File: src/rtl/tennis_pkg.sv
// Shared definitions for the tennis referee: FSM encoding, court sides and
// seven-segment patterns (gfedcba, active-low) plus digit-splitting helpers.
package tennis_pkg;

    typedef enum logic [1:0] {
        ST_IDLE  = 2'd0,
        ST_RALLY = 2'd1,
        ST_POINT = 2'd2,
        ST_OVER  = 2'd3
    } state_t;

    localparam logic SIDE_LEFT  = 1'b0;
    localparam logic SIDE_RIGHT = 1'b1;

    localparam logic [6:0] SEG_0     = 7'b1000000;
    localparam logic [6:0] SEG_1     = 7'b1111001;
    localparam logic [6:0] SEG_2     = 7'b0100100;
    localparam logic [6:0] SEG_3     = 7'b0110000;
    localparam logic [6:0] SEG_4     = 7'b0011001;
    localparam logic [6:0] SEG_5     = 7'b0010010;
    localparam logic [6:0] SEG_6     = 7'b0000010;
    localparam logic [6:0] SEG_7     = 7'b1111000;
    localparam logic [6:0] SEG_8     = 7'b0000000;
    localparam logic [6:0] SEG_9     = 7'b0010000;
    localparam logic [6:0] SEG_BLANK = 7'b1111111;

    // Digit code that renders as an unlit digit.
    localparam logic [3:0] CODE_BLANK = 4'hF;

    // Map a digit code (0-9, anything else blank) to its segment pattern.
    function automatic logic [6:0] seg_pattern(input logic [3:0] code);
        logic [6:0] pat;
        case (code)
            4'd0:    pat = SEG_0;
            4'd1:    pat = SEG_1;
            4'd2:    pat = SEG_2;
            4'd3:    pat = SEG_3;
            4'd4:    pat = SEG_4;
            4'd5:    pat = SEG_5;
            4'd6:    pat = SEG_6;
            4'd7:    pat = SEG_7;
            4'd8:    pat = SEG_8;
            4'd9:    pat = SEG_9;
            default: pat = SEG_BLANK;
        endcase
        return pat;
    endfunction

    // Tens digit of a 0..15 score; a leading zero is blanked.
    function automatic logic [3:0] tens_code(input logic [3:0] value);
        return (value >= 4'd10) ? 4'd1 : CODE_BLANK;
    endfunction

    // Units digit of a 0..15 score.
    function automatic logic [3:0] units_code(input logic [3:0] value);
        return (value >= 4'd10) ? (value - 4'd10) : value;
    endfunction

endpackage

File: src/rtl/seg7_scan.sv
// Multiplexed 4-digit seven-segment driver. A divider picks a new digit every
// SCAN_DIV clocks; an and seg are registered and only change on that wrap.
module seg7_scan
    import tennis_pkg::*;
#(
    parameter int SCAN_DIV = 50000
) (
    input  logic       clk,
    input  logic       reset,
    input  logic [3:0] digit0,
    input  logic [3:0] digit1,
    input  logic [3:0] digit2,
    input  logic [3:0] digit3,
    output logic [3:0] an,
    output logic [6:0] seg
);

    localparam int CW = (SCAN_DIV > 1) ? $clog2(SCAN_DIV) : 1;
    localparam logic [CW-1:0] SCAN_LAST = CW'(SCAN_DIV - 1);

    logic [CW-1:0] scan_cnt_reg;
    logic [1:0]    digit_sel_reg;
    logic [1:0]    sel_next;
    logic [3:0]    code_next;
    logic [3:0]    an_next;
    logic [3:0]    an_reg;
    logic [6:0]    seg_reg;

    // Digit that becomes active on the next wrap, and its code.
    always_comb begin
        sel_next  = digit_sel_reg + 2'd1;
        code_next = digit0;
        case (sel_next)
            2'd0: code_next = digit0;
            2'd1: code_next = digit1;
            2'd2: code_next = digit2;
            2'd3: code_next = digit3;
            default: code_next = digit0;
        endcase
    end

    // One active-low enable per digit position.
    generate
        for (genvar gi = 0; gi < 4; gi++) begin : g_an
            assign an_next[gi] = (sel_next != 2'(gi));
        end
    endgenerate

    // Scan divider and registered display outputs.
    always_ff @(posedge clk or posedge reset) begin
        if (reset) begin
            scan_cnt_reg  <= '0;
            digit_sel_reg <= 2'd0;
            an_reg        <= 4'b1110;
            seg_reg       <= SEG_0;
        end else if (scan_cnt_reg == SCAN_LAST) begin
            scan_cnt_reg  <= '0;
            digit_sel_reg <= sel_next;
            an_reg        <= an_next;
            seg_reg       <= seg_pattern(code_next);
        end else begin
            scan_cnt_reg  <= scan_cnt_reg + CW'(1);
        end
    end

    assign an  = an_reg;
    assign seg = seg_reg;

endmodule

File: src/rtl/tennis_referee.sv
// Tennis referee: judges hits, misses and faults from the ball position and
// paddle pulses, keeps the score, requests serves and drives the display.
module tennis_referee
    import tennis_pkg::*;
#(
    parameter int N_POS      = 8,
    parameter int WIN_SCORE  = 7,
    parameter int HOLD_TICKS = 4,
    parameter int SCAN_DIV   = 50000
) (
    input  logic             clk,
    input  logic             reset,
    input  logic             tick,
    input  logic [N_POS-1:0] ball_pos,
    input  logic             left_hit,
    input  logic             right_hit,
    output logic             serve_left,
    output logic             serve_right,
    output logic [3:0]       score_left,
    output logic [3:0]       score_right,
    output logic             game_over,
    output logic             winner,
    output logic [3:0]       an,
    output logic [6:0]       seg
);

    localparam int HW = (HOLD_TICKS > 0) ? $clog2(HOLD_TICKS + 1) : 1;
    localparam logic [HW-1:0] HOLD_LOAD = HW'(HOLD_TICKS);
    localparam logic [3:0]    WIN       = 4'(WIN_SCORE);

    state_t        state_reg, state_next;
    logic          left_ok_reg, left_ok_next;
    logic          right_ok_reg, right_ok_next;
    logic [HW-1:0] hold_reg, hold_next;
    logic          scorer_reg, scorer_next;
    logic [3:0]    score_left_reg, score_left_next;
    logic [3:0]    score_right_reg, score_right_next;
    logic          serve_left_reg, serve_left_next;
    logic          serve_right_reg, serve_right_next;
    logic          winner_reg, winner_next;

    logic at_left, at_right;
    logic left_flag, right_flag;
    logic point, point_side;
    logic hold_done;
    logic [3:0] scorer_score;

    // Only the two end positions matter to the referee.
    logic ball_mid_unused;
    assign ball_mid_unused = ^ball_pos;

    assign at_left  = ball_pos[0];
    assign at_right = ball_pos[N_POS-1];

    // A hit in the same cycle counts before the miss check; flags drop once
    // the ball is no longer at that end.
    assign left_flag  = at_left  & (left_ok_reg  | left_hit);
    assign right_flag = at_right & (right_ok_reg | right_hit);

    assign hold_done    = (hold_reg == '0) || (tick && hold_reg == HW'(1));
    assign scorer_score = (scorer_reg == SIDE_LEFT) ? score_left_reg : score_right_reg;

    // Next-state, scoring and serve decisions.
    always_comb begin
        state_next       = state_reg;
        left_ok_next     = left_ok_reg;
        right_ok_next    = right_ok_reg;
        hold_next        = hold_reg;
        scorer_next      = scorer_reg;
        score_left_next  = score_left_reg;
        score_right_next = score_right_reg;
        serve_left_next  = 1'b0;
        serve_right_next = 1'b0;
        winner_next      = winner_reg;
        point            = 1'b0;
        point_side       = SIDE_LEFT;

        case (state_reg)
            ST_IDLE: begin
                if (left_hit) begin
                    serve_left_next = 1'b1;
                    state_next      = ST_RALLY;
                    left_ok_next    = 1'b0;
                    right_ok_next   = 1'b0;
                end else if (right_hit) begin
                    serve_right_next = 1'b1;
                    state_next       = ST_RALLY;
                    left_ok_next     = 1'b0;
                    right_ok_next    = 1'b0;
                end
            end

            ST_RALLY: begin
                left_ok_next  = left_flag;
                right_ok_next = right_flag;
                if (tick && at_left && !left_flag) begin
                    point      = 1'b1;
                    point_side = SIDE_RIGHT;
                end else if (tick && at_right && !right_flag) begin
                    point      = 1'b1;
                    point_side = SIDE_LEFT;
                end else if (left_hit && !at_left) begin
                    point      = 1'b1;
                    point_side = SIDE_RIGHT;
                end else if (right_hit && !at_right) begin
                    point      = 1'b1;
                    point_side = SIDE_LEFT;
                end

                if (point) begin
                    state_next    = ST_POINT;
                    hold_next     = HOLD_LOAD;
                    scorer_next   = point_side;
                    left_ok_next  = 1'b0;
                    right_ok_next = 1'b0;
                    if (point_side == SIDE_LEFT) begin
                        score_left_next = (score_left_reg >= WIN) ? score_left_reg
                                                                  : score_left_reg + 4'd1;
                    end else begin
                        score_right_next = (score_right_reg >= WIN) ? score_right_reg
                                                                    : score_right_reg + 4'd1;
                    end
                end
            end

            ST_POINT: begin
                if (tick && hold_reg != '0) begin
                    hold_next = hold_reg - HW'(1);
                end
                if (hold_done) begin
                    if (scorer_score >= WIN) begin
                        state_next  = ST_OVER;
                        winner_next = scorer_reg;
                    end else begin
                        // The side that lost the point serves next.
                        state_next       = ST_RALLY;
                        left_ok_next     = 1'b0;
                        right_ok_next    = 1'b0;
                        serve_left_next  = (scorer_reg == SIDE_RIGHT);
                        serve_right_next = (scorer_reg == SIDE_LEFT);
                    end
                end
            end

            ST_OVER: begin
                state_next = ST_OVER;
            end

            default: state_next = ST_IDLE;
        endcase
    end

    // Referee state registers.
    always_ff @(posedge clk or posedge reset) begin
        if (reset) begin
            state_reg       <= ST_IDLE;
            left_ok_reg     <= 1'b0;
            right_ok_reg    <= 1'b0;
            hold_reg        <= '0;
            scorer_reg      <= SIDE_LEFT;
            score_left_reg  <= 4'd0;
            score_right_reg <= 4'd0;
            serve_left_reg  <= 1'b0;
            serve_right_reg <= 1'b0;
            winner_reg      <= SIDE_LEFT;
        end else begin
            state_reg       <= state_next;
            left_ok_reg     <= left_ok_next;
            right_ok_reg    <= right_ok_next;
            hold_reg        <= hold_next;
            scorer_reg      <= scorer_next;
            score_left_reg  <= score_left_next;
            score_right_reg <= score_right_next;
            serve_left_reg  <= serve_left_next;
            serve_right_reg <= serve_right_next;
            winner_reg      <= winner_next;
        end
    end

    assign serve_left  = serve_left_reg;
    assign serve_right = serve_right_reg;
    assign score_left  = score_left_reg;
    assign score_right = score_right_reg;
    assign game_over   = (state_reg == ST_OVER);
    assign winner      = winner_reg;

    seg7_scan #(
        .SCAN_DIV (SCAN_DIV)
    ) u_scan (
        .clk    (clk),
        .reset  (reset),
        .digit0 (units_code(score_right_reg)),
        .digit1 (tens_code(score_right_reg)),
        .digit2 (units_code(score_left_reg)),
        .digit3 (tens_code(score_left_reg)),
        .an     (an),
        .seg    (seg)
    );

endmodule

File: config.mk
export PLATFORM = sky130hd
export DESIGN_NAME = tennis_referee
export DESIGN_NICKNAME = d
export VERILOG_FILES = /design/src/rtl/tennis_pkg.sv /design/src/rtl/seg7_scan.sv /design/src/rtl/tennis_referee.sv
export SDC_FILE = /design/constraint.sdc
export NUM_CORES = 1
export LEC_CHECK = 0
export CAP_MARGIN = 20
export CORE_ASPECT_RATIO = 1.25
export CORE_MARGIN = 3
export CORE_UTILIZATION = 39
export DETAILED_ROUTE_END_ITERATION = 8
export MAX_ROUTING_LAYER = met4
export PLACE_DENSITY = 0.66
export SLEW_MARGIN = 0
export SYNTH_ARGS = -nofsm -noshare
export SYNTH_HDL_FRONTEND = slang
export SYNTH_SLANG_ARGS = --single-unit
export TNS_END_PERCENT = 1
File: constraint.sdc
create_clock -name clk -period 2.9 [get_ports clk]
set_clock_uncertainty 0.2 [all_clocks]
set_input_delay 0.29 -clock clk [delete_from_list [all_inputs] [get_ports clk]]
set_output_delay 0.29 -clock clk [all_outputs]
set_load 0.02 [all_outputs]
==> metrics.cfg, run 1 <==
[power]
internal_power_mw = 1.01
p_leak_nw = 1.43
pwr_density_cell_nw_per_um2 = 416
pwr-share-clk = 0.317
post-layout-total-power_mw = 1.35
relative_contribution_of_sequential_cells_to_total_power = 0.546
power.switching_fraction = 0.255
pwr-share-comb = 0.138
ir_drop_worst_vdd_mv = 0.293
switching_power_uw = 345

[yosys]
mappedNetlistArea_sq_um = 2700
synth-warning-count = 0
edff_count_synth = 0
synth_top_cell_area_share = 0.407
postSynthNetCount = 311
synth.avg_cell_area_sq_um = 9.73
synthDominantAreaCellType = sky130_fd_sc_hd__dfrtp_1
ys_types = 51
netlist_instances = 278
synth_top_cells_by_area = sky130_fd_sc_hd__dfrtp_1, sky130_fd_sc_hd__ha_1, sky130_fd_sc_hd__dfstp_2, sky130_fd_sc_hd__nor2_1, sky130_fd_sc_hd__xnor2_1
seq_area_frac_synth = 0.446
synthArstFlopShare = 1.00
synthFlopType = sky130_fd_sc_hd__dfrtp_1
synth-seq-cells = 48

[clocking]
tritoncts_num_sinks = 48
tritoncts_clock_tree = yes
post_cts_hold_buffer_count = 0
cts_made_buffers = 5
clkSlewWorstSetupHoldPaths_ns = 0.08
cts-root-buf = sky130_fd_sc_hd__clkbuf_8
cts.path.max_buffers = 2
worstSkewPairLatency_ns = 0.30
htree_levels = 2

[setup_path]
critical_path_arrival_ns = 2.61
setup.worst_path.class = reg -> reg
timing.critical_path.fanout_max = 5
worst-endpoint-required_ns = 2.88
cell_count_of_the_worst_reg_to_reg_path = 10
crit_path_end_kind = register
timing.critical_path.from_type = register

[grt]
grt_start_max_net_pins = 49
antenna_violations_before_repair = 0
groute.usage.overall = 0.151
first_global_vias = 2042
grt_pass1_wl_um = 9360
grt_remaining_overflow = 0

[detailed_routing]
viasPerCell = 5.25
drt_pre_antenna_iters = 4
detail_route.iter0.violations = 56
wl_per_cell_um = 13.3
dr_total_vias = 2112
postRouteWirelength_um = 5330
count_of_antenna_violating_nets_left_after_detailed_routing = 0
route.detailed.drc = 0

[final_layout]
design.final.nets = 348
antenna_diode_count = 0
mostFrequentLayoutCell = sky130_fd_sc_hd__dfrtp_1
area_growth_syn_to_layout_pct = 20.0
nFillCells = 624
post-route-cell-area_sq_um = 3250
commonest_non_fill_non_tap_cells_in_the_layout = sky130_fd_sc_hd__dfrtp_1, sky130_fd_sc_hd__clkdlybuf4s50_1, sky130_fd_sc_hd__nor2_1, sky130_fd_sc_hd__nand2_1, sky130_fd_sc_hd__ha_1
fraction_of_layout_cells_with_a_size_suffix_above_1 = 0.0984
largest_register_ff_count = 16

[die]
row_count = 33
floorplan.die.height_um = 99.1
core-area_sq_um = 6650
initial_util = 0.407
die_w_um = 80.5
ios = 36
fp.dieArea_sq_um = 7970

[timing]
setup_viol = 0
finalCriticalPeriod_ns = 2.63
timing.max_slew.rel_slack = 0.625
tightestPinTransition_ns = 0.558
timing_hold_violations_final = 0
slew_viol_final = 0
final_min_period_over_clock_period = 0.908
rsz0062_at_grt = false
fin_tns_setup_ns = 0
max_freq_mhz = 380

[place]
placed_cell_area_sq_um = 3130
post_dp_hpwl_um = 3890
port_buffers = 29
gp_congestion = 0.802

[status]
run_status = completed

[run]
drv.max_cap_violation_count = 0

[worst_hold_path]
min_path_type = in -> async

area by class of cell:
cell class | instances | area, sq um | share of cell area
inverters | 23 | 86.3 | 0.0266
clock buffers | 7 | 96.3 | 0.0297
flip-flops and latches | 48 | 1210 | 0.372
repair buffers | 35 | 348 | 0.107
well taps | 87 | 109 | 0.0335
multi-input cells | 202 | 1400 | 0.431
cells in the mapped netlist (2+ instances only):
library cell,count
sky130_fd_sc_hd__a211oi_1,2
sky130_fd_sc_hd__and2_1,3
sky130_fd_sc_hd__a31oi_1,5
sky130_fd_sc_hd__nor3_1,7
sky130_fd_sc_hd__inv_1,20
sky130_fd_sc_hd__nor2b_1,3
sky130_fd_sc_hd__nor4bb_1,2
sky130_fd_sc_hd__ha_1,20
sky130_fd_sc_hd__inv_2,2
sky130_fd_sc_hd__clkbuf_1,5
sky130_fd_sc_hd__dfrtp_1,44
sky130_fd_sc_hd__xor2_1,5
sky130_fd_sc_hd__o2bb2ai_1,2
sky130_fd_sc_hd__dfstp_2,4
sky130_fd_sc_hd__nand2_1,24
sky130_fd_sc_hd__nand3_1,14
sky130_fd_sc_hd__mux2_2,2
sky130_fd_sc_hd__a21oi_1,11
sky130_fd_sc_hd__mux2i_1,2
sky130_fd_sc_hd__nand4_1,5
sky130_fd_sc_hd__and4_1,2
sky130_fd_sc_hd__o21ai_0,14
sky130_fd_sc_hd__nor4_1,2
sky130_fd_sc_hd__xnor2_1,12
sky130_fd_sc_hd__a311oi_1,3
sky130_fd_sc_hd__o31ai_1,2
sky130_fd_sc_hd__and3_1,4
sky130_fd_sc_hd__a32oi_1,2
sky130_fd_sc_hd__o211ai_1,4
sky130_fd_sc_hd__nand2b_1,3
sky130_fd_sc_hd__nor2_1,28
worst paths after layout:
check	from	end	slack, ns
max in group asynchronous	reset	u_scan.an[1]$_DFFE_PP1N_	2.08
hold / removal	reset	u_scan.scan_cnt_reg[8]$_DFF_PP0_	0.14
setup reg to reg	u_scan.digit_sel_reg[0]$_DFFE_PP0N_	u_scan.seg[3]$_DFFE_PP0N_	0.27
min in group clk	u_scan.scan_cnt_reg[0]$_DFF_PP0_	u_scan.scan_cnt_reg[0]$_DFF_PP0_	0.26
setup / recovery	u_scan.digit_sel_reg[0]$_DFFE_PP0N_	u_scan.seg[3]$_DFFE_PP0N_	0.27
hold reg to reg	u_scan.scan_cnt_reg[0]$_DFF_PP0_	u_scan.scan_cnt_reg[0]$_DFF_PP0_	0.26
power groups by stage:
stage	Sequential, mW	Combinational, mW	Clock, mW
2_1_floorplan	0.755	0.113	0
4_1_cts	0.738	0.189	0.447
6_report	0.738	0.186	0.428
3_5_place_dp	0.751	0.189	0
5_1_grt	0.744	0.222	0.465
3_3_place_gp	0.750	0.179	0
logic make-up after synthesis:
kind of cell	Yosys count	synth area share
and+or+nand+nor	103	0.195
AOI/OAI and AO/OA	58	0.156
DFF	48	0.446
buffers and inverters	28	0.0389
adders and majority gates	20	0.0925
xor gates and xnor gates	17	0.0551
muxes	4	0.0157
critical path, cell delays in order (launching register included):
cell,delay (ns)
sky130_fd_sc_hd__dfrtp_1,0.41
sky130_fd_sc_hd__inv_1,0.10
sky130_fd_sc_hd__ha_1,0.27
sky130_fd_sc_hd__nor4b_4,0.16
sky130_fd_sc_hd__a2111oi_4,0.35
sky130_fd_sc_hd__o211ai_1,0.20
sky130_fd_sc_hd__nand2_2,0.15
sky130_fd_sc_hd__inv_1,0.07
sky130_fd_sc_hd__ha_1,0.30
sky130_fd_sc_hd__a211oi_1,0.20
sky130_fd_sc_hd__a21oi_1,0.09
per-stage QoR:
step	setup WS [ns]	util	hold slack (ns)	std cells
3_5_place_dp	0.133	0.471	0.258	394
5_1_grt	0.0312	0.488	0.173	402
3_3_place_gp	0.239	0.471	0.248	394
2_1_floorplan	0.312	-	0.233	278
6_report	0.267	0.488	0.139	402
4_1_cts	0.115	0.486	0.145	401
routing by layer:
| metal | part of all wire | vias up | routed length (um) | global-route usage |
|---|---|---|---|---|
| met1 | 0.46 | 1000 | 2470 | 0.186 |
| met3 | 0.034 | 6 | 179 | 0.0190 |
| li1 | - | 1062 | - | - |
| met4 | 0.014 | 0 | 77 | 0.0715 |
| met2 | 0.49 | 44 | 2600 | 0.244 |
| met5 | 0 | - | 0 | - |
repair_timing:
| item | in CTS | in global routing |
|---|---|---|
| resized for setup | 0 | 2 |
| buffers inserted | 0 | 1 |
| endpoints found under the setup margin | 0 | 4 |
(Power assumes the default switching activity.)
==> run 2, diff against run 1 <==
- SETUP_SLACK_MARGIN: default -> 0.4
==> run 2 against run 1 <==
Final area rose by 7.2%. Die area is the same. Clock-buffer cell count is 2 lower. Clock power increased by 55%. Critical endpoint is now u_scan.seg[4]$_DFFE_PP0N_. Largest cell class unchanged.
==> metrics.cfg, run 2 (same netlist as run 1, synthesis figures left out) <==
[grt]
groute.usage.overall = 0.160
grt_remaining_overflow = 0
grt_start_max_net_pins = 29
grt_pass1_wl_um = 9900
antenna_violations_before_repair = 0
first_global_vias = 2116

[final_layout]
nFillCells = 598
design.final.nets = 358
fraction_of_layout_cells_with_a_size_suffix_above_1 = 0.187
mostFrequentLayoutCell = sky130_fd_sc_hd__dfrtp_1
area_growth_syn_to_layout_pct = 28.7
commonest_non_fill_non_tap_cells_in_the_layout = sky130_fd_sc_hd__dfrtp_1, sky130_fd_sc_hd__clkdlybuf4s50_1, sky130_fd_sc_hd__nor2_1, sky130_fd_sc_hd__nand2_1, sky130_fd_sc_hd__ha_1
largest_register_ff_count = 16
antenna_diode_count = 0
post-route-cell-area_sq_um = 3480

[clocking]
cts-root-buf = sky130_fd_sc_hd__clkbuf_8
cts_made_buffers = 5
tritoncts_num_sinks = 48
tritoncts_clock_tree = yes
clkSlewWorstSetupHoldPaths_ns = 0.10
worstSkewPairLatency_ns = 0.31
htree_levels = 2
cts.path.max_buffers = 2

[timing]
finalCriticalPeriod_ns = 2.40
max_freq_mhz = 416
tightestPinTransition_ns = 0.624
rsz0062_at_grt = true
final_min_period_over_clock_period = 0.829
fin_tns_setup_ns = 0
timing.max_slew.rel_slack = 0.581
slew_viol_final = 0
timing_hold_violations_final = 0
setup_viol = 0

[setup_path]
timing.rr.end = u_scan.seg[4]$_DFFE_PP0N_
r2r-start = u_scan.digit_sel_reg[0]$_DFFE_PP0N_
crit_chain = inv_2 > ha_4 > nor4b_4 > a2111oi_4 > buf_4 > a32o_2 > nor2_1 > a2111oi_2 > nor3_1
worst-endpoint-required_ns = 2.89
path_delay_family = compound AO/OA/AOI/OAI gates
reg2reg_slack_ns = 0.50
timing.critical_path.from_type = register
setup.worst_path.class = reg -> reg
critical_path_arrival_ns = 2.39
max_stage_delay_ns = 0.42
timing.critical_path.fanout_max = 6
cp.buffers_inverters = 2
crit_path_end_kind = register
critical-path-slowest-cell = sky130_fd_sc_hd__dfrtp_1
cell_count_of_the_worst_reg_to_reg_path = 9

[place]
port_buffers = 29
post_dp_hpwl_um = 4190
placed_cell_area_sq_um = 3120
gp_congestion = 0.853

[power]
p_leak_nw = 1.50
pwr_density_cell_nw_per_um2 = 457
ir_drop_worst_vdd_mv = 0.297

[worst_hold_path]
min_path_type = in -> async

[detailed_routing]
postRouteWirelength_um = 5740
route.detailed.drc = 0
count_of_antenna_violating_nets_left_after_detailed_routing = 0
dr_total_vias = 2192
wl_per_cell_um = 13.9
detail_route.iter0.violations = 51
viasPerCell = 5.31
drt_pre_antenna_iters = 7

[die]
fp.dieArea_sq_um = 7970
initial_util = 0.407
die_w_um = 80.5
ios = 36
row_count = 33
core-area_sq_um = 6650
floorplan.die.height_um = 99.1

[status]
run_status = completed

[run]
drv.max_cap_violation_count = 0

-- run 2: changes by cell type in the layout (fill, tap and decap cells not counted), moves of 3 or more --
cell | previous run | this run
sky130_fd_sc_hd__dfrtp_2 | 0 | 5
sky130_fd_sc_hd__ha_1 | 20 | 17
sky130_fd_sc_hd__bufinv_16 | 0 | 3
sky130_fd_sc_hd__inv_1 | 19 | 16
sky130_fd_sc_hd__dfrtp_1 | 44 | 39
sky130_fd_sc_hd__buf_4 | 5 | 16
-- run 2: metal layers --
layer / share of wire / vias up / global-route usage / routed length [um]
li1: - / 1089 / - / -
met1: 0.44 / 1065 / 0.197 / 2540
met2: 0.52 / 33 / 0.268 / 2990
met3: 0.028 / 5 / 0.0299 / 160
met4: 0.0087 / 0 / 0.0416 / 50
met5: 0 / - / - / 0
-- run 2: stage by stage --
step	total power, mW	setup slack [ns]	std cells	hold WS [ns]	utilization
global placement	0.925	0.235	394	0.244	0.470
global route	1.67	0.327	413	0.219	0.523
CTS	1.60	0.359	407	0.174	0.507
floorplan	0.868	0.426	278	0.233	-
finish	1.59	0.496	413	0.148	0.523
detailed placement	0.935	0.125	394	0.261	0.470
-- run 2: how the worst max path moves through the flow --
| stage | start | endpoint | slack [ns] | depth (start not counted) |
|---|---|---|---|---|
| final | u_scan.digit_sel_reg[0]$_DFFE_PP0N_ | u_scan.seg[4]$_DFFE_PP0N_ | 0.50 | 9 |
| after global routing | u_scan.digit_sel_reg[0]$_DFFE_PP0N_ | u_scan.seg[4]$_DFFE_PP0N_ | 0.33 | 9 |
| after CTS | score_left[0]$_DFFE_PP0P_ | u_scan.seg[4]$_DFFE_PP0N_ | 0.36 | 11 |
| after detailed placement | u_scan.digit_sel_reg[0]$_DFFE_PP0N_ | u_scan.seg[5]$_DFFE_PP0N_ | 0.12 | 10 |
| after global placement | u_scan.digit_sel_reg[0]$_DFFE_PP0N_ | u_scan.seg[5]$_DFFE_PP0N_ | 0.23 | 10 |
| after floorplan | u_scan.digit_sel_reg[0]$_DFFE_PP0N_ | u_scan.seg[5]$_DFFE_PP0N_ | 0.43 | 10 |
-- run 2: area by class of cell --
cell class	instances	area, sq um	share of cell area
Timing Repair Buffer	45	410	0.118
Clock buffer	5	68.8	0.0198
Clock inverter	3	90.1	0.0259
Inverter	23	90.1	0.0259
Tap cell	87	109	0.0313
Sequential cell	48	1210	0.348
Multi-Input combinational cell	202	1500	0.431
-- run 2: worst register-to-register path: stages (launching register included) --
cell and delay, ns:
sky130_fd_sc_hd__dfrtp_1 0.42, sky130_fd_sc_hd__inv_2 0.09, sky130_fd_sc_hd__ha_4 0.19, sky130_fd_sc_hd__nor4b_4 0.14, sky130_fd_sc_hd__a2111oi_4 0.30, sky130_fd_sc_hd__buf_4 0.20
sky130_fd_sc_hd__a32o_2 0.27, sky130_fd_sc_hd__nor2_1 0.07, sky130_fd_sc_hd__a2111oi_2 0.33, sky130_fd_sc_hd__nor3_1 0.08
-- run 2: power breakdown --
group          total (mW)  switching [mW]  internal [mW]
Sequential          0.740          0.0313          0.709
Clock               0.664           0.232          0.431
Combinational       0.186           0.101         0.0854
Total                1.59           0.365           1.23
-- run 2: repair_timing --
item                                    in CTS  in global routing
hold buffers                                 0                  0
gates resized for setup                     10                 16
endpoints found under the hold margin        0                  0
cloned                                       0                  0
setup buffers                                5                  6
pin swaps                                    3                  6
endpoints found under the setup margin       5                  7
